==> config.mk <==
export PLATFORM = sky130hd
export DESIGN_NAME = vip_axi4_burst_addr_gen_flat
export DESIGN_NICKNAME = d
export VERILOG_FILES = /design/src/rtl/vip_axi4_burst_addr_gen_if.sv /design/src/rtl/vip_axi4_burst_addr_gen.sv /design/src/flat_wrapper.sv
export SDC_FILE = /design/constraint.sdc
export NUM_CORES = 1
export LEC_CHECK = 0
export BUFFER_PORTS_ARGS = -buffer_cell sky130_fd_sc_hd__buf_2
export CAP_MARGIN = 20
export CORE_UTILIZATION = 61
export DETAILED_ROUTE_END_ITERATION = 10
export MAX_ROUTING_LAYER = met4
export PLACE_DENSITY = 0.81
export SYNTH_ARGS = -nofsm -noshare
export SYNTH_HDL_FRONTEND = slang
export SYNTH_SLANG_ARGS = --single-unit
==> constraint.sdc <==
create_clock -name clk -period 7.2 [get_ports clk]
set_input_delay 1.44 -clock clk [delete_from_list [all_inputs] [get_ports clk]]
set_output_delay 1.44 -clock clk [all_outputs]
set_load 0.03 [all_outputs]
==> src/rtl/vip_axi4_burst_addr_gen_if.sv <==
// Command/beat bus of the AXI4 burst address generator. The slave modport is the
// generator side; the master modport is the side that issues commands and drains beats.
interface vip_axi4_burst_addr_gen_if #(
  parameter int ADDR_WIDTH_P = 32,
  parameter int DATA_WIDTH_P = 32,
  parameter int ID_WIDTH_P   = 4
) ();
  localparam int DATA_BYTES_C = DATA_WIDTH_P / 8;

  logic                    cmd_valid;
  logic                    cmd_ready;
  logic [ADDR_WIDTH_P-1:0] cmd_addr;
  logic [7:0]              cmd_len;
  logic [2:0]              cmd_size;
  logic [1:0]              cmd_burst;
  logic [ID_WIDTH_P-1:0]   cmd_id;

  logic                    beat_valid;
  logic                    beat_ready;
  logic [ADDR_WIDTH_P-1:0] beat_addr;
  logic [DATA_BYTES_C-1:0] beat_strb;
  logic [ID_WIDTH_P-1:0]   beat_id;
  logic [7:0]              beat_index;
  logic                    beat_last;
  logic [1:0]              beat_resp;
  logic                    busy;

  modport slave (
    input  cmd_valid, cmd_addr, cmd_len, cmd_size, cmd_burst, cmd_id, beat_ready,
    output cmd_ready, beat_valid, beat_addr, beat_strb, beat_id, beat_index,
           beat_last, beat_resp, busy
  );

  modport master (
    output cmd_valid, cmd_addr, cmd_len, cmd_size, cmd_burst, cmd_id, beat_ready,
    input  cmd_ready, beat_valid, beat_addr, beat_strb, beat_id, beat_index,
           beat_last, beat_resp, busy
  );
endinterface

==> src/rtl/vip_axi4_burst_addr_gen.sv <==
// Expands one AXI4 AW/AR command into per-beat address, strobe, index, last and
// response, handling FIXED/INCR/WRAP, narrow/unaligned transfers and 4 KB checks.
module vip_axi4_burst_addr_gen #(
  parameter int ADDR_WIDTH_P = 32,
  parameter int DATA_WIDTH_P = 32,
  parameter int ID_WIDTH_P   = 4
) (
  input  logic                        clk,
  input  logic                        rst_n,
  vip_axi4_burst_addr_gen_if.slave    bus
);
  localparam int DATA_BYTES_C = DATA_WIDTH_P / 8;
  localparam int WIDE_W_C     = ADDR_WIDTH_P + 16;

  localparam logic [ADDR_WIDTH_P-1:0] ONE_C       = ADDR_WIDTH_P'(1);
  localparam logic [ADDR_WIDTH_P-1:0] LANE_MASK_C = ADDR_WIDTH_P'(DATA_BYTES_C - 1);
  localparam logic [1:0]              RESP_OKAY   = 2'b00;
  localparam logic [1:0]              RESP_SLVERR = 2'b10;

  typedef enum logic [1:0] {
    BURST_FIXED = 2'b00,
    BURST_INCR  = 2'b01,
    BURST_WRAP  = 2'b10,
    BURST_RSVD  = 2'b11
  } burst_e;

  typedef enum logic {ST_IDLE, ST_BEAT} state_e;

  function automatic logic [ADDR_WIDTH_P-1:0] size_bytes(input logic [2:0] size);
    return ONE_C << size;
  endfunction

  function automatic logic [ADDR_WIDTH_P-1:0] align_addr(input logic [ADDR_WIDTH_P-1:0] addr,
                                                         input logic [2:0] size);
    return addr & ~(size_bytes(size) - ONE_C);
  endfunction

  // Lanes lo..hi; a transfer wider than the bus lights every lane.
  function automatic logic [DATA_BYTES_C-1:0] lane_strb(input logic [ADDR_WIDTH_P-1:0] addr,
                                                        input logic [2:0] size);
    logic [ADDR_WIDTH_P-1:0] bytes_v;
    logic [ADDR_WIDTH_P-1:0] lo_v;
    logic [ADDR_WIDTH_P-1:0] hi_v;
    logic [DATA_BYTES_C-1:0] strb_v;
    bytes_v = size_bytes(size);
    lo_v    = addr & LANE_MASK_C;
    hi_v    = (align_addr(addr, size) & LANE_MASK_C) + bytes_v - ONE_C;
    for (int i = 0; i < DATA_BYTES_C; i++) begin
      strb_v[i] = (ADDR_WIDTH_P'(i) >= lo_v) && (ADDR_WIDTH_P'(i) <= hi_v);
    end
    if (bytes_v > ADDR_WIDTH_P'(DATA_BYTES_C)) begin
      strb_v = '1;
    end
    return strb_v;
  endfunction

  function automatic logic [ADDR_WIDTH_P-1:0] next_addr(input logic [ADDR_WIDTH_P-1:0] cur,
                                                        input logic [2:0]              size,
                                                        input burst_e                  burst,
                                                        input logic [ADDR_WIDTH_P-1:0] lower,
                                                        input logic [ADDR_WIDTH_P-1:0] wend);
    logic [ADDR_WIDTH_P-1:0] inc_v;
    inc_v = align_addr(cur, size) + size_bytes(size);
    case (burst)
      BURST_FIXED: return cur;
      BURST_WRAP:  return (inc_v == wend) ? lower : inc_v;
      default:     return inc_v;
    endcase
  endfunction

  state_e                  state_q, state_d;
  logic [ADDR_WIDTH_P-1:0] addr_q, addr_d;
  logic [DATA_BYTES_C-1:0] strb_q, strb_d;
  logic [ID_WIDTH_P-1:0]   id_q, id_d;
  logic [7:0]              index_q, index_d;
  logic                    last_q, last_d;
  logic [1:0]              resp_q, resp_d;
  logic [7:0]              len_q, len_d;
  logic [2:0]              size_q, size_d;
  burst_e                  burst_q, burst_d;
  logic [ADDR_WIDTH_P-1:0] wrap_lower_q, wrap_lower_d;
  logic [ADDR_WIDTH_P-1:0] wrap_end_q, wrap_end_d;

  logic                    beat_valid;
  logic                    beat_fire;
  logic                    cmd_ready;
  logic                    cmd_fire;
  logic [ADDR_WIDTH_P-1:0] cmd_bytes;
  logic [ADDR_WIDTH_P-1:0] cmd_aligned;
  logic [8:0]              cmd_len_p1;
  logic [WIDE_W_C-1:0]     wrap_total_w;
  logic [ADDR_WIDTH_P-1:0] cmd_wrap_lower;
  logic [31:0]             incr_span_end;
  logic                    err_rsvd, err_size, err_wrap, err_4k, err_fixed;
  burst_e                  cmd_burst_eff;
  logic [ADDR_WIDTH_P-1:0] addr_nxt;

  assign beat_valid = (state_q == ST_BEAT);
  assign beat_fire  = beat_valid && bus.beat_ready;
  assign cmd_ready  = (state_q == ST_IDLE) || (beat_fire && last_q);
  assign cmd_fire   = bus.cmd_valid && cmd_ready;

  // Command decode and legality checks, evaluated on the incoming command
  assign cmd_bytes      = size_bytes(bus.cmd_size);
  assign cmd_aligned    = align_addr(bus.cmd_addr, bus.cmd_size);
  assign cmd_len_p1     = {1'b0, bus.cmd_len} + 9'd1;
  assign wrap_total_w   = WIDE_W_C'(cmd_len_p1) << bus.cmd_size;
  assign cmd_wrap_lower = bus.cmd_addr & ~ADDR_WIDTH_P'(wrap_total_w - WIDE_W_C'(1));
  assign incr_span_end  = 32'(cmd_aligned[11:0]) + (32'(cmd_len_p1) << bus.cmd_size);
  assign cmd_burst_eff  = (bus.cmd_burst == BURST_RSVD) ? BURST_INCR : burst_e'(bus.cmd_burst);

  assign err_rsvd  = (bus.cmd_burst == BURST_RSVD);
  assign err_size  = (cmd_bytes > ADDR_WIDTH_P'(DATA_BYTES_C));
  assign err_wrap  = (bus.cmd_burst == BURST_WRAP) &&
                     (!(bus.cmd_len == 8'd1 || bus.cmd_len == 8'd3 ||
                        bus.cmd_len == 8'd7 || bus.cmd_len == 8'd15) ||
                      (bus.cmd_addr != cmd_aligned));
  assign err_4k    = (bus.cmd_burst == BURST_INCR) && (incr_span_end > 32'd4096);
  assign err_fixed = (bus.cmd_burst == BURST_FIXED) && (bus.cmd_len > 8'd15);

  assign addr_nxt = next_addr(addr_q, size_q, burst_q, wrap_lower_q, wrap_end_q);

  always_comb begin
    state_d      = state_q;
    addr_d       = addr_q;
    strb_d       = strb_q;
    id_d         = id_q;
    index_d      = index_q;
    last_d       = last_q;
    resp_d       = resp_q;
    len_d        = len_q;
    size_d       = size_q;
    burst_d      = burst_q;
    wrap_lower_d = wrap_lower_q;
    wrap_end_d   = wrap_end_q;

    if (cmd_fire) begin
      // Also covers the last-beat cycle, so a queued command follows with no bubble
      state_d      = ST_BEAT;
      addr_d       = bus.cmd_addr;
      strb_d       = lane_strb(bus.cmd_addr, bus.cmd_size);
      id_d         = bus.cmd_id;
      index_d      = 8'd0;
      last_d       = (bus.cmd_len == 8'd0);
      resp_d       = (err_rsvd || err_size || err_wrap || err_4k || err_fixed) ?
                     RESP_SLVERR : RESP_OKAY;
      len_d        = bus.cmd_len;
      size_d       = bus.cmd_size;
      burst_d      = cmd_burst_eff;
      wrap_lower_d = cmd_wrap_lower;
      wrap_end_d   = cmd_wrap_lower + ADDR_WIDTH_P'(wrap_total_w);
    end else if (beat_fire) begin
      if (last_q) begin
        state_d = ST_IDLE;
      end else begin
        addr_d  = addr_nxt;
        strb_d  = lane_strb(addr_nxt, size_q);
        index_d = index_q + 8'd1;
        last_d  = ((index_q + 8'd1) == len_q);
      end
    end
  end

  // Beat output stage
  always_ff @(posedge clk or negedge rst_n) begin
    if (!rst_n) begin
      state_q      <= ST_IDLE;
      addr_q       <= '0;
      strb_q       <= '0;
      id_q         <= '0;
      index_q      <= '0;
      last_q       <= 1'b0;
      resp_q       <= RESP_OKAY;
      len_q        <= '0;
      size_q       <= '0;
      burst_q      <= BURST_FIXED;
      wrap_lower_q <= '0;
      wrap_end_q   <= '0;
    end else begin
      state_q      <= state_d;
      addr_q       <= addr_d;
      strb_q       <= strb_d;
      id_q         <= id_d;
      index_q      <= index_d;
      last_q       <= last_d;
      resp_q       <= resp_d;
      len_q        <= len_d;
      size_q       <= size_d;
      burst_q      <= burst_d;
      wrap_lower_q <= wrap_lower_d;
      wrap_end_q   <= wrap_end_d;
    end
  end

  assign bus.cmd_ready  = cmd_ready;
  assign bus.beat_valid = beat_valid;
  assign bus.beat_addr  = addr_q;
  assign bus.beat_strb  = strb_q;
  assign bus.beat_id    = id_q;
  assign bus.beat_index = index_q;
  assign bus.beat_last  = last_q;
  assign bus.beat_resp  = resp_q;
  assign bus.busy       = (state_q == ST_BEAT);
endmodule

==> src/flat_wrapper.sv <==
// flat-port wrapper written by rule: the top's interface ports become plain ports
module vip_axi4_burst_addr_gen_flat 
#(
  parameter int ADDR_WIDTH_P = 32,
  parameter int DATA_WIDTH_P = 32,
  parameter int ID_WIDTH_P   = 4
)
  (clk, rst_n, bus_cmd_valid, bus_cmd_addr, bus_cmd_len, bus_cmd_size, bus_cmd_burst, bus_cmd_id, bus_beat_ready, bus_cmd_ready, bus_beat_valid, bus_beat_addr, bus_beat_strb, bus_beat_id, bus_beat_index, bus_beat_last, bus_beat_resp, bus_busy);
  vip_axi4_burst_addr_gen_if #(.ADDR_WIDTH_P(ADDR_WIDTH_P), .DATA_WIDTH_P(DATA_WIDTH_P), .ID_WIDTH_P(ID_WIDTH_P)) bus_i ();
  input  logic clk;
  input  logic rst_n;
  input wire logic [$bits(bus_i.cmd_valid)-1:0] bus_cmd_valid;
  input wire logic [$bits(bus_i.cmd_addr)-1:0] bus_cmd_addr;
  input wire logic [$bits(bus_i.cmd_len)-1:0] bus_cmd_len;
  input wire logic [$bits(bus_i.cmd_size)-1:0] bus_cmd_size;
  input wire logic [$bits(bus_i.cmd_burst)-1:0] bus_cmd_burst;
  input wire logic [$bits(bus_i.cmd_id)-1:0] bus_cmd_id;
  input wire logic [$bits(bus_i.beat_ready)-1:0] bus_beat_ready;
  output wire logic [$bits(bus_i.cmd_ready)-1:0] bus_cmd_ready;
  output wire logic [$bits(bus_i.beat_valid)-1:0] bus_beat_valid;
  output wire logic [$bits(bus_i.beat_addr)-1:0] bus_beat_addr;
  output wire logic [$bits(bus_i.beat_strb)-1:0] bus_beat_strb;
  output wire logic [$bits(bus_i.beat_id)-1:0] bus_beat_id;
  output wire logic [$bits(bus_i.beat_index)-1:0] bus_beat_index;
  output wire logic [$bits(bus_i.beat_last)-1:0] bus_beat_last;
  output wire logic [$bits(bus_i.beat_resp)-1:0] bus_beat_resp;
  output wire logic [$bits(bus_i.busy)-1:0] bus_busy;
  assign bus_i.cmd_valid = bus_cmd_valid;
  assign bus_i.cmd_addr = bus_cmd_addr;
  assign bus_i.cmd_len = bus_cmd_len;
  assign bus_i.cmd_size = bus_cmd_size;
  assign bus_i.cmd_burst = bus_cmd_burst;
  assign bus_i.cmd_id = bus_cmd_id;
  assign bus_i.beat_ready = bus_beat_ready;
  assign bus_cmd_ready = bus_i.cmd_ready;
  assign bus_beat_valid = bus_i.beat_valid;
  assign bus_beat_addr = bus_i.beat_addr;
  assign bus_beat_strb = bus_i.beat_strb;
  assign bus_beat_id = bus_i.beat_id;
  assign bus_beat_index = bus_i.beat_index;
  assign bus_beat_last = bus_i.beat_last;
  assign bus_beat_resp = bus_i.beat_resp;
  assign bus_busy = bus_i.busy;
  vip_axi4_burst_addr_gen #(.ADDR_WIDTH_P(ADDR_WIDTH_P), .DATA_WIDTH_P(DATA_WIDTH_P), .ID_WIDTH_P(ID_WIDTH_P)) u_core (.clk(clk), .rst_n(rst_n), .bus(bus_i));
endmodule
==> impl_table.tex <==
\begin{tabular}{lr}
\hline
Metric & Value \\
\hline
\multicolumn{2}{l}{\textbf{STA}} \\
\quad Unrepaired setup endpoints after global routing & false \\
\quad Post-route clock period utilization & 94.4\% \\
\quad Highest achievable clock rate & 0.147 GHz \\
\quad Final count of pins violating max slew & 0 \\
\quad Worst hold margin & 0.476 ns \\
\quad Total setup violations reported at the end of the flow & 0 \\
\quad Min Tclk post-route & 6.79 ns \\
\quad Setup TNS & 0 ns \\
\quad Worst clock skew & 0.0161 ns \\
\quad Final-report hold violation count & 0 \\
\quad Least-Margin Pin Slew & 1.10 ns \\
\quad Relative slew slack & 26.7\% \\
\multicolumn{2}{l}{\textbf{Clocking}} \\
\quad Maximum count of clock buffers along a single path & 2 \\
\quad Cell chosen for the clock root & sky130\_fd\_sc\_hd\_\_clkbuf\_16 \\
\quad H-Tree Level Count & 4 \\
\quad Clock input transition at the sequential cells of the worst setup and hold paths & 0.07 ns \\
\quad Skew-Pair Late Insertion Delay & 0.43 ns \\
\quad TritonCTS clock tree & yes \\
\quad Sinks on Clock Net & 128 \\
\quad Inserted Clock Buffers & 17 \\
\multicolumn{2}{l}{\textbf{Yosys}} \\
\quad Synthesized netlist cell count & 1574 \\
\quad Yosys cell types & 112 \\
\quad Total nets after synthesis & 1675 \\
\quad Share of synthesized flip-flops with an asynchronous set or reset & 100\% \\
\quad Count of warnings emitted by yosys & 0 \\
\quad Register area share after synthesis & 26.0\% \\
\quad Mean area per synthesized cell & 7.83 um\^{}2 \\
\quad Post-synthesis sequential element count & 128 \\
\quad Combined area of all synthesized cells & 12300 um\^{}2 \\
\quad Most used DFF post-synth & sky130\_fd\_sc\_hd\_\_dfrtp\_1 \\
\quad Number of flops mapped to enable cells by yosys & 0 \\
\multicolumn{2}{l}{\textbf{Place}} \\
\quad Placed Instances & 1886 \\
\quad Placer's final routability congestion estimate & 1.03 \\
\quad Number of buffers added on ports & 105 \\
\quad Post-detail-place hpwl & 32200 um \\
\multicolumn{2}{l}{\textbf{Run status}} \\
\quad Result of the run & finished, final reports clean \\
\multicolumn{2}{l}{\textbf{Critical path}} \\
\quad Arrival time of the worst setup path & 7.10 ns \\
\quad Critical Path Start Type & flop \\
\quad Crit path capture type & flop \\
\quad Crit-path leading delay family & compound AO/OA/AOI/OAI gates \\
\quad Largest stage delay, worst path & 0.46 ns \\
\quad Max stage delay cell, worst path & sky130\_fd\_sc\_hd\_\_dfrtp\_2 \\
\quad Largest driver fanout on the critical path & 8 \\
\quad Critical Setup Path Class & flop to flop \\
\quad Buffers plus inverters on the worst setup path & 3 \\
\quad Critical path data required time & 7.50 ns \\
\multicolumn{2}{l}{\textbf{Power}} \\
\quad P per Cell Area & 394 nW/um\^{}2 \\
\quad Static leakage & 5.96 nW \\
\quad Internal portion of total power & 2.69 mW \\
\quad Worst ir drop on vdd & 0.198 mV \\
\quad Switching power total & 2.75 mW \\
\quad Clock Power Share & 16.3\% \\
\quad Sw frac & 50.5\% \\
\quad Share of total power in combinational logic & 56.4\% \\
\quad Share of total power in sequential cells & 27.3\% \\
\multicolumn{2}{l}{\textbf{Floorplan}} \\
\quad Count of boundary I/O pins & 107 \\
\quad Count of standard-cell rows & 51 \\
\quad Die footprint & 20800 um\^{}2 \\
\quad Starting Density & 62.7\% \\
\quad Area of the core & 19700 um\^{}2 \\
\quad Die Span X & 144 um \\
\quad Die Y-Extent & 144 um \\
\multicolumn{2}{l}{\textbf{Global routing}} \\
\quad Antenna violations before repair & 0 \\
\quad Vias in the first global route & 11600 \\
\quad Pin count of the biggest net entering global routing & 88 \\
\quad First-pass GRT wire length & 65100 um \\
\quad GRT Util Overall & 42.8\% \\
\quad Final global-route overflow total & 0 \\
\multicolumn{2}{l}{\textbf{Detailed routing}} \\
\quad DR vias & 13100 \\
\quad Remaining DRCs & 0 \\
\quad Wire length on met2 & 18500 um \\
\quad Highest Signal Layer & met4 \\
\quad Initial DRC count & 1729 \\
\quad Antenna violation net count after detailed routing & 0 \\
\quad Drt wl/cell & 22.3 um \\
\quad Avg Vias per Cell & 6.78 \\
\quad Met3 wire length & 5160 um \\
\quad Pre-antenna DRT Iters & 5 \\
\quad Post-detailed-routing wire length & 43200 um \\
\quad Sum of routed wire segments on met1 & 18200 um \\
\multicolumn{2}{l}{\textbf{Final layout}} \\
\quad Leading cell type in the layout, fill and taps excluded & sky130\_fd\_sc\_hd\_\_nand2\_1 \\
\quad Nets@finish & 1759 \\
\quad Area occupied by registers & 3210 um\^{}2 \\
\quad Multi-input gate area & 8550 um\^{}2 \\
\quad Fraction of layout instances using a drive strength above 1 & 16.7\% \\
\quad Area delta synth->final & 12.0\% \\
\quad Commonest cells after routing, fill and taps aside & sky130\_fd\_sc\_hd\_\_nand2\_1, sky130\_fd\_sc\_hd\_\_dfrtp\_1, sky130\_fd\_sc\_hd\_\_nor2\_1 \\
\quad Number of antenna diodes & 0 \\
\quad Fillers & 1646 \\
\quad Final instance count without filler cells & 1936 \\
\multicolumn{2}{l}{\textbf{Flow run}} \\
\quad Reported max-cap violation count & 0 \\
\multicolumn{2}{l}{\textbf{Worst hold path}} \\
\quad Worst min-delay path category & flop to flop \\
\hline
\end{tabular}
cell type report:
class,count,area share (%)
clock inverters,15,1.17
repair buffers,156,6.60
clock buffers,17,3.08
flip-flops and latches,128,23.2
inverters,58,1.58
multi-input cells,1297,61.9
well taps,265,2.40
routing by layer:
metal	global-route usage (%)	up-vias
met1	60.3	6274
met2	59.9	814
met3	9.44	103
met5	-	-
met4	14.8	0
li1	-	5940
cells in the mapped netlist, types with 17 or more instances:
library cell / instances / area [um^2]
sky130_fd_sc_hd__nand2_1: 236 / 886
sky130_fd_sc_hd__dfrtp_1: 128 / 3200
sky130_fd_sc_hd__nor2_1: 116 / 435
sky130_fd_sc_hd__o21ai_0: 102 / 510
sky130_fd_sc_hd__a21oi_1: 86 / 430
sky130_fd_sc_hd__xnor2_1: 67 / 587
sky130_fd_sc_hd__nand3_1: 55 / 275
sky130_fd_sc_hd__inv_1: 52 / 195
sky130_fd_sc_hd__clkbuf_1: 51 / 191
sky130_fd_sc_hd__ha_1: 46 / 576
sky130_fd_sc_hd__xor2_1: 45 / 394
sky130_fd_sc_hd__nor3_1: 34 / 170
sky130_fd_sc_hd__and3_1: 24 / 150
sky130_fd_sc_hd__and2_1: 23 / 144
sky130_fd_sc_hd__nor2b_1: 23 / 144
sky130_fd_sc_hd__o211ai_1: 22 / 165
sky130_fd_sc_hd__a31oi_1: 20 / 125
sky130_fd_sc_hd__buf_2: 20 / 100
sky130_fd_sc_hd__o31ai_1: 18 / 135
sky130_fd_sc_hd__nand4_1: 17 / 106
tightest hold or removal path, stage by stage (launching register included):
cell	delay, ns
sky130_fd_sc_hd__dfrtp_1	0.34
sky130_fd_sc_hd__nand2_1	0.05
sky130_fd_sc_hd__o31ai_1	0.06
power groups by stage:
stage / logic [mW] / registers, mW / clock network (mW)
after floorplan: 1.92 / 1.50 / 0
after global placement: 2.81 / 1.46 / 0
after CTS: 2.86 / 1.46 / 0.889
final: 3.06 / 1.49 / 0.885
after global routing: 3.31 / 1.51 / 0.918
after detailed placement: 2.84 / 1.47 / 0
state kept, by name, indices dropped and copies added (netlist names), 2 cells and up:
register / flops
u_core.bus.beat_addr: 32
u_core.wrap_end_q: 32
u_core.burst_q: 2
u_core.bus.beat_id: 4
u_core.bus.beat_index: 8
u_core.size_q: 3
u_core.len_q: 8
u_core.bus.beat_strb: 4
u_core.wrap_lower_q: 32
through the flow:
stage | util (%) | total power [mW] | area, um^2 | setup slack (ns)
final | 70.2 | 5.44 | 13800 | 0.405
after global routing | 70.2 | 5.74 | 13800 | 0.00921
after CTS | 69.2 | 5.21 | 13600 | 0.135
after detailed placement | 66.2 | 4.31 | 13000 | 0.168
after global placement | 66.2 | 4.27 | 13000 | 0.360
after floorplan | - | 3.42 | 12300 | 0.654
logic make-up after synthesis:
group           synth area share, %
buf+inv                        5.26
compound gates                 26.9
fa+ha+maj                      5.00
mux                            1.64
flops                          26.0
xor+xnor                       8.83
other cells                  0.0304
simple gates                   26.4
path summary, 6_finish.rpt:
check	depth (start not counted)	from	endpoint	slack, ns
max	31	u_core.size_q[2]	u_core.bus.beat_strb[1]	0.41
min	2	u_core.wrap_lower_q[9]	u_core.wrap_lower_q[9]	0.48
max reg2reg	31	u_core.size_q[2]	u_core.bus.beat_strb[1]	0.41
min reg2reg	2	u_core.wrap_lower_q[9]	u_core.wrap_lower_q[9]	0.48
max in group asynchronous	2	rst_n	u_core.wrap_end_q[27]	4.87
min in group asynchronous	1	rst_n	u_core.bus.beat_index[4]	0.98
repair_timing:
action                                  CTS  global route
hold buffers                              0             0
endpoints found under the hold margin     0             0
buffers inserted                          0            18
endpoints found under the setup margin    0             3
gates resized for setup                   0            16
Power figures use the tool's default switching activity.
